`config.mk`:
```
export PLATFORM = sky130hd
export DESIGN_NAME = add_seq_ctrl
export DESIGN_NICKNAME = d
export VERILOG_FILES = /design/src/rtl/add_seq_ctrl.sv
export SDC_FILE = /design/constraint.sdc
export NUM_CORES = 1
export LEC_CHECK = 0
export ABC_AREA = 1
export BUFFER_PORTS_ARGS = -buffer_cell sky130_fd_sc_hd__buf_2
export CORE_MARGIN = 2
export CORE_UTILIZATION = 57
export CTS_CLUSTER_SIZE = 14
export DETAILED_ROUTE_END_ITERATION = 12
export PLACE_DENSITY = 0.87
export SYNTH_ARGS = -nofsm -noshare
export SYNTH_HDL_FRONTEND = slang
export SYNTH_SLANG_ARGS = --single-unit
```
`constraint.sdc`:
```
create_clock -name clk -period 8.5 [get_ports clk]
set_clock_uncertainty 0.1 [all_clocks]
set_input_delay 0.85 -clock clk [delete_from_list [all_inputs] [get_ports clk]]
set_output_delay 0.85 -clock clk [all_outputs]
set_load 0.01 [all_outputs]
```
`src/rtl/add_seq_ctrl.sv`:
```
// Multi-cycle wide add/subtract built on a single ChunkWidth-bit adder.
// Operands are processed LSB chunk first; C, Z and V flags follow AVR conventions.
module add_seq_ctrl #(
    parameter int DataWidth  = 32,
    parameter int ChunkWidth = 8
) (
    input  logic                 clk,
    input  logic                 rst,
    input  logic                 req_valid,
    output logic                 req_ready,
    input  logic [DataWidth-1:0] req_a,
    input  logic [DataWidth-1:0] req_b,
    input  logic                 req_sub,
    input  logic                 req_use_ci,
    input  logic                 req_ci,
    output logic                 res_valid,
    input  logic                 res_ready,
    output logic [DataWidth-1:0] res_s,
    output logic                 res_co,
    output logic                 res_z,
    output logic                 res_v
);

    localparam int NumChunks = DataWidth / ChunkWidth;
    localparam int CntW      = (NumChunks > 1) ? $clog2(NumChunks) : 1;
    localparam logic [CntW-1:0] LastK = CntW'(NumChunks - 1);

    if ((ChunkWidth < 1) || (DataWidth % ChunkWidth != 0)) begin : g_bad_width
        $error("add_seq_ctrl: DataWidth must be a multiple of ChunkWidth");
    end

    typedef enum logic [1:0] {IDLE, BUSY, DONE} state_t;

    state_t                 state_q;
    logic [CntW-1:0]        k_q;
    logic                   c_q;
    logic                   sub_q;
    logic                   req_ready_q;
    logic                   res_valid_q;
    logic [DataWidth-1:0]   res_s_q;
    logic                   res_co_q;
    logic                   res_z_q;
    logic                   res_v_q;

    // Operand registers shift right so the active chunk is always in the low bits.
    logic [DataWidth-1:0]   a_q;
    logic [DataWidth-1:0]   b_q;
    logic [DataWidth-1:0]   s_acc_q;
    logic [DataWidth-1:0]   s_acc_d;
    logic [ChunkWidth:0]    chunk_sum;
    logic                   v_d;

    always_comb begin
        chunk_sum = {1'b0, a_q[ChunkWidth-1:0]} + {1'b0, b_q[ChunkWidth-1:0]}
                  + {{ChunkWidth{1'b0}}, c_q};
        s_acc_d = s_acc_q;
        s_acc_d[int'(k_q)*ChunkWidth +: ChunkWidth] = chunk_sum[ChunkWidth-1:0];
        v_d = (a_q[ChunkWidth-1] == b_q[ChunkWidth-1]) &&
              (chunk_sum[ChunkWidth-1] != a_q[ChunkWidth-1]);
    end

    always_ff @(posedge clk) begin
        if (rst) begin
            state_q     <= IDLE;
            k_q         <= '0;
            c_q         <= 1'b0;
            sub_q       <= 1'b0;
            req_ready_q <= 1'b1;
            res_valid_q <= 1'b0;
            res_s_q     <= '0;
            res_co_q    <= 1'b0;
            res_z_q     <= 1'b0;
            res_v_q     <= 1'b0;
        end else begin
            case (state_q)
                IDLE: begin
                    if (req_valid) begin
                        // Subtraction is A + ~B + 1, so an incoming borrow clears the carry.
                        c_q         <= req_sub ^ (req_use_ci & req_ci);
                        sub_q       <= req_sub;
                        k_q         <= '0;
                        req_ready_q <= 1'b0;
                        state_q     <= BUSY;
                    end
                end
                BUSY: begin
                    c_q <= chunk_sum[ChunkWidth];
                    k_q <= k_q + CntW'(1);
                    if (k_q == LastK) begin
                        res_s_q     <= s_acc_d;
                        res_co_q    <= sub_q ^ chunk_sum[ChunkWidth];
                        res_z_q     <= (s_acc_d == '0);
                        res_v_q     <= v_d;
                        res_valid_q <= 1'b1;
                        state_q     <= DONE;
                    end
                end
                DONE: begin
                    if (res_ready) begin
                        res_valid_q <= 1'b0;
                        req_ready_q <= 1'b1;
                        state_q     <= IDLE;
                    end
                end
                default: begin
                    res_valid_q <= 1'b0;
                    req_ready_q <= 1'b1;
                    state_q     <= IDLE;
                end
            endcase
        end
    end

    always_ff @(posedge clk) begin
        if (state_q == IDLE && req_valid) begin
            a_q <= req_a;
            b_q <= req_sub ? ~req_b : req_b;
        end else if (state_q == BUSY) begin
            a_q     <= a_q >> ChunkWidth;
            b_q     <= b_q >> ChunkWidth;
            s_acc_q <= s_acc_d;
        end
    end

    assign req_ready = req_ready_q;
    assign res_valid = res_valid_q;
    assign res_s     = res_s_q;
    assign res_co    = res_co_q;
    assign res_z     = res_z_q;
    assign res_v     = res_v_q;

endmodule

```
# Word level (Yosys, flattened, before mapping)
# Cells that the tools add are included.
# Widths: inputs -> output; s select.
[op_classes] addsub=4 n_eq_ne=8 shifts=2 mux=20 bitwise=7 reduce_logical=13
[op_table] op="$mux 32" count=5
[op_table] op="$neg 5->33" count=1
[op_table] op="$shift 8x33->32 const A" count=1
[op_table] op="$shiftx 8x33->32" count=1
[op_table] op="$bwmux 32" count=1
[op_table] op="$logic_not 32->1" count=1
[op_table] op="$not 32->32" count=1
[op_table] op="$add 8x8->9" count=1
[op_table] op="$add 9x1->9" count=1
[op_table] op="$reduce_and 3->1" count=3
[op_table] op="$mux 2" count=4
[op_table] op="$reduce_and 2->1" count=4
[op_table] op="$ne 2x2->1 const B" count=3
[op_table] op="$pmux 1 s3" count=2
[op_table] op="$pmux 2 s3" count=1
[op_table] op="$mux 1" count=5
[op_table] op="$eq 2x2->1 const B" count=2
[op_table] op="$pmux 2 s2" count=1
[op_table] op="$reduce_bool 2->1" count=2
[op_table] op="$not 1->1" count=3
[op_table] op="$add 2x1->2 const B" count=1
[op_table] op="$eq 2x1->1 const B" count=1
[op_table] op="$logic_and 1x1->1" count=2
[op_table] op="$logic_not 2->1" count=1
[op_table] op="other kinds (5)" count=6
[totals] regBits=139 input_bits=71 output_inout_bits=37 word_cells=67

# Longest topological paths before layout
[depth] depth_word=5 depth_mapped=18

# Least setup slack after synthesis
# OpenSTA, ideal clock, no wires.
[synth_timing] path_kind="reg2reg" from="reg state_q[1]" to="reg a_q[0], enable pin" setup_ns=0.419 t_arrival_ns=2.653 setup_slack_ns=5.328 stages_incl_launch_ff=6 n_path_buf=0 period_less_slack_ns=3.172 cell_sequence="dfxtp_1 inv_1 nand2_1 inv_1 nor2_1 inv_1"
[synth_via] elab_chain_len=3 word_cells_on_any_way=4 cone_classes="eq/ne (1); reduce/logical (3)"
[synth_lines] item="start, declared" line_no="34" source="state_t state_q;"
[synth_lines] item="start signal, assigned" line_no="64" source="state_q <= IDLE;"
[synth_lines] item="start signal, assigned" line_no="83" source="state_q <= BUSY;"
[synth_lines] item="start signal, assigned" line_no="95" source="state_q <= DONE;"
[synth_lines] item="$logic_not 2->1" line_no="115" source="if (state_q == IDLE && req_valid) begin"
[synth_lines] item="$logic_and 1x1->1" line_no="115"
[synth_lines] item="$reduce_bool 2->1 (no source line) *"
[synth_lines] item="end signal, assigned" line_no="116" source="a_q <= req_a;"
[synth_lines] item="end signal, assigned" line_no="119" source="a_q <= a_q >> ChunkWidth;"
[synth_lines] item="end, declared" line_no="46" source="logic [DataWidth-1:0] a_q;"
# Mark *: on every way between the ends. The rest lies on a longest branch, timed or not.
# A chain may end at the register's enable or synchronous reset.

# Worst setup path after layout
[layout_timing] from="in req_valid" to="reg b_q[31], enable pin"
[layout_via] elab_chain_len=2
[layout_lines] item="start, declared" line_no="9" source="input logic req_valid,"
[layout_lines] item="$logic_and 1x1->1" line_no="115"
[layout_lines] item="$reduce_bool 2->1 (no source line)"
[layout_lines] item="end signal, assigned" line_no="117" source="b_q <= req_sub ? ~req_b : req_b;"
[layout_lines] item="end signal, assigned" line_no="120" source="b_q <= b_q >> ChunkWidth;"
[layout_lines] item="end, declared" line_no="47" source="logic [DataWidth-1:0] b_q;"
# No other way between the ends.

==> impl_metrics.json <==
{
  "min_period_ns": 3.40,
  "drc": 0,
  "fin_crit_sh": 0.400,
  "layout-drive-gt1-share": 0.183,
  "final_nets": 914,
  "cts_tree": "built",
  "yosysUniqueCellTypes": 31,
  "initial_core_util": 0.581,
  "die_area_um2": 12500,
  "cts_resized": 0,
  "avgRoutedWirePerCell_um": 14.9,
  "clk_pin_slew_ns": 0.05,
  "drv_cap": 0,
  "grt_use_total": 0.244,
  "coreArea_um2": 11400,
  "h-tree-depth": 4,
  "fillers": 822,
  "cts_sinks": 139,
  "start_kind": "input port",
  "clk_latency_ns": 0.42,
  "hold_viol": 0,
  "grt_pass1_vias": 5049,
  "worst_path_most_repeated_cell": "buf_4",
  "cp-endpoint": "b_q[31]",
  "fin_area_um2": 7780,
  "synthesis.area_um2": 6600,
  "wl_um": 14700,
  "synth_top_area_cell": "edfxtp_1",
  "critPathKind": "in -> reg",
  "slew_headroom": 0.344,
  "ys_seq_area_frac": 0.567,
  "synth_fp_nets": 811,
  "overflow": 0,
  "io_pins": 108,
  "crit_family": "buffers and inverters",
  "routed_via_density": 5.25,
  "whs_path_depth": 2,
  "area_growth_pct": 17.9,
  "synth_edf_count": 96,
  "multi_input_area_um2": 2360,
  "r2r-start": "state_q[0]",
  "critPathBufInv": 5,
  "post_dp_cell_area_um2": 7240,
  "synthAdderAreaFrac": 0.0307,
  "min_path_type": "reg -> reg",
  "synth_ff_type": "edfxtp_1",
  "gp_congestion": 0.862,
  "root_buffer": "clkbuf_16",
  "die_w_um": 112,
  "ys_warn_count": 0,
  "post-dp-hpwl_um": 9770,
  "holdBufCountCts": 0,
  "crit_slowest_cell": "clkinv_1",
  "yosys-top-cells-count": "nand2_1, edfxtp_1, inv_1, nor2_1, o21ai_0",
  "antenna_cells": 0,
  "grt_first_pass_wirelength_um": 23900,
  "finalPower_mw": 1.80,
  "finalMaxSlewViolations": 0,
  "fmax_ghz": 0.294,
  "route.vias.total": 5167,
  "end_kind": "flip-flop",
  "port_buffers": 107,
  "cp.depth": 7,
  "firstDrtPassIters": 7,
  "synthArstFlopShare": 0,
  "required_ns": 8.47,
  "synthTopCellsByArea": "edfxtp_1, dfxtp_1, nand2_1",
  "p_leak_nw": 3.73,
  "register_area_um2": 3740,
  "fp.dieH_um": 112,
  "utilization": 0.685,
  "slowest_delay_ns": 0.84,
  "synth_most_common_cell": "nand2_1",
  "reg2reg_slack_ns": 5.24,
  "synth-seq-cells": 139,
  "status": "complete, no violations",
  "detail-route-antenna-nets": 0,
  "drt_iter0_markers": 471,
  "num_rows": 39,
  "rsz0062_at_grt": "no",
  "arrival_ns": 3.37,
  "r2r-end": "b_q[31]",
  "netlist_instances": 725,
  "tightest_slew_ns": 0.978,
  "clockBufferDepth": 2,
  "finalSetupViolCount": 0,
  "cts_inserted_buffers": 17,
  "muxShareOfSynthArea": 0,
  "cp_max_fo": 91,
  "synth_compound_area_frac": 0.0925,
  "worstPathCellList": "buf_2, nand2_2, buf_4, clkinv_1, nor2_1, inv_2, buf_4",
  "synth-simple-area-share": 0.189,
  "syn_avg_cell_area_um2": 9.11,
  "antenna_found_initial": 0,
  "setup_total_negative_slack_ns": 0,
  "powerDensity_nw_per_um2": 231,
  "grt_max_degree": 92,
  "synth-xor-area-share": 0.0451,
  "synth_top_family_by_area": "simple AND/OR/NAND/NOR gates",
  "startpoint": "req_valid",
  "r2r_cells": 7,
  "vdd_ir_drop_max_uv": 144,
  "synth_top_area_share": 0.437,
  "cts_setup_buffers": 0
}
[worst min path at each step]
stage                         start   endpoint  slack [ns]
after floorplan           req_ready  req_ready        0.37
after global placement    req_ready  req_ready        0.33
after detailed placement  req_ready  req_ready        0.35
after CTS                 req_ready  req_ready        0.36
after global routing      req_ready  req_ready        0.38
final                     req_ready  req_ready        0.36
[logic make-up (layout without fill, tap and decap cells)]
logic type,Yosys count,count (layout)
AOI/OAI and AO/OA,101,101
and+or+nand+nor,305,305
adders and majority gates,15,15
DFF,139,139
buffers and inverters,131,247
xor gates and xnor gates,34,34
[worst min-delay path, cell delays in order (launching register included)]
cell	delay, ns
dfxtp_1	0.31
nand2_1	0.06
nand2_1	0.04
[flip-flops by register name (all words and copies together), names as in the netlist]
name	count
c_q	1
res_z	1
b_q	32
a_q	32
s_acc_q	32
sub_q	1
res_v	1
res_s	32
state_q	2
res_valid	1
k_q	2
req_ready	1
res_co	1
[power by group]
group / switching [mW] / internal (mW)
registers: 0.0225 / 0.805
clock network: 0.263 / 0.427
logic: 0.189 / 0.0905
total: 0.475 / 1.32
[placed cells by master (no fill, tap or decap), types with 3 or more instances in the layout]
cell	netlist	routed
edfxtp_1	96	96
buf_4	1	4
a21oi_1	12	12
clkbuf_1	21	6
nor2_1	55	55
nand2_2	2	3
o21bai_1	16	16
nand3_1	24	24
dfxtp_1	43	43
o211ai_1	18	18
clkinv_1	3	5
o21a_1	4	4
nand4_1	9	9
o21ai_0	46	46
ha_1	13	13
nor2_2	4	4
inv_2	5	6
nand2_1	205	204
clkinv_2	0	3
buf_2	5	107
xnor2_1	33	33
clkbuf_16	0	17
inv_1	96	95
[final cells by class]
type                       instances  share of cell area
inverter                         104              0.0502
clock buffer                      23              0.0575
clock inverter                     9              0.0125
multi-input combinational        455               0.303
tap                              143              0.0230
timing repair buffer             111              0.0727
sequential                       139               0.481
[metrics by stage]
stage / cells / hold WS, ns / worst slack [ns]
2_1_floorplan: 725 / 0.369 / 5.33
3_3_place_gp: 952 / 0.332 / 4.75
3_5_place_dp: 952 / 0.349 / 4.66
4_1_cts: 984 / 0.362 / 5.14
5_1_grt: 984 / 0.384 / 4.87
6_report: 984 / 0.356 / 5.10
[layer usage]
layer  routed length [um]  track usage  vias up
met5                    0            0        -
li1                     -            -     2554
met1                 5880        0.305     2312
met4                  434        0.120        0
met3                 1140       0.0572       37
met2                 7200        0.400      264
(Power assumes the default switching activity.)
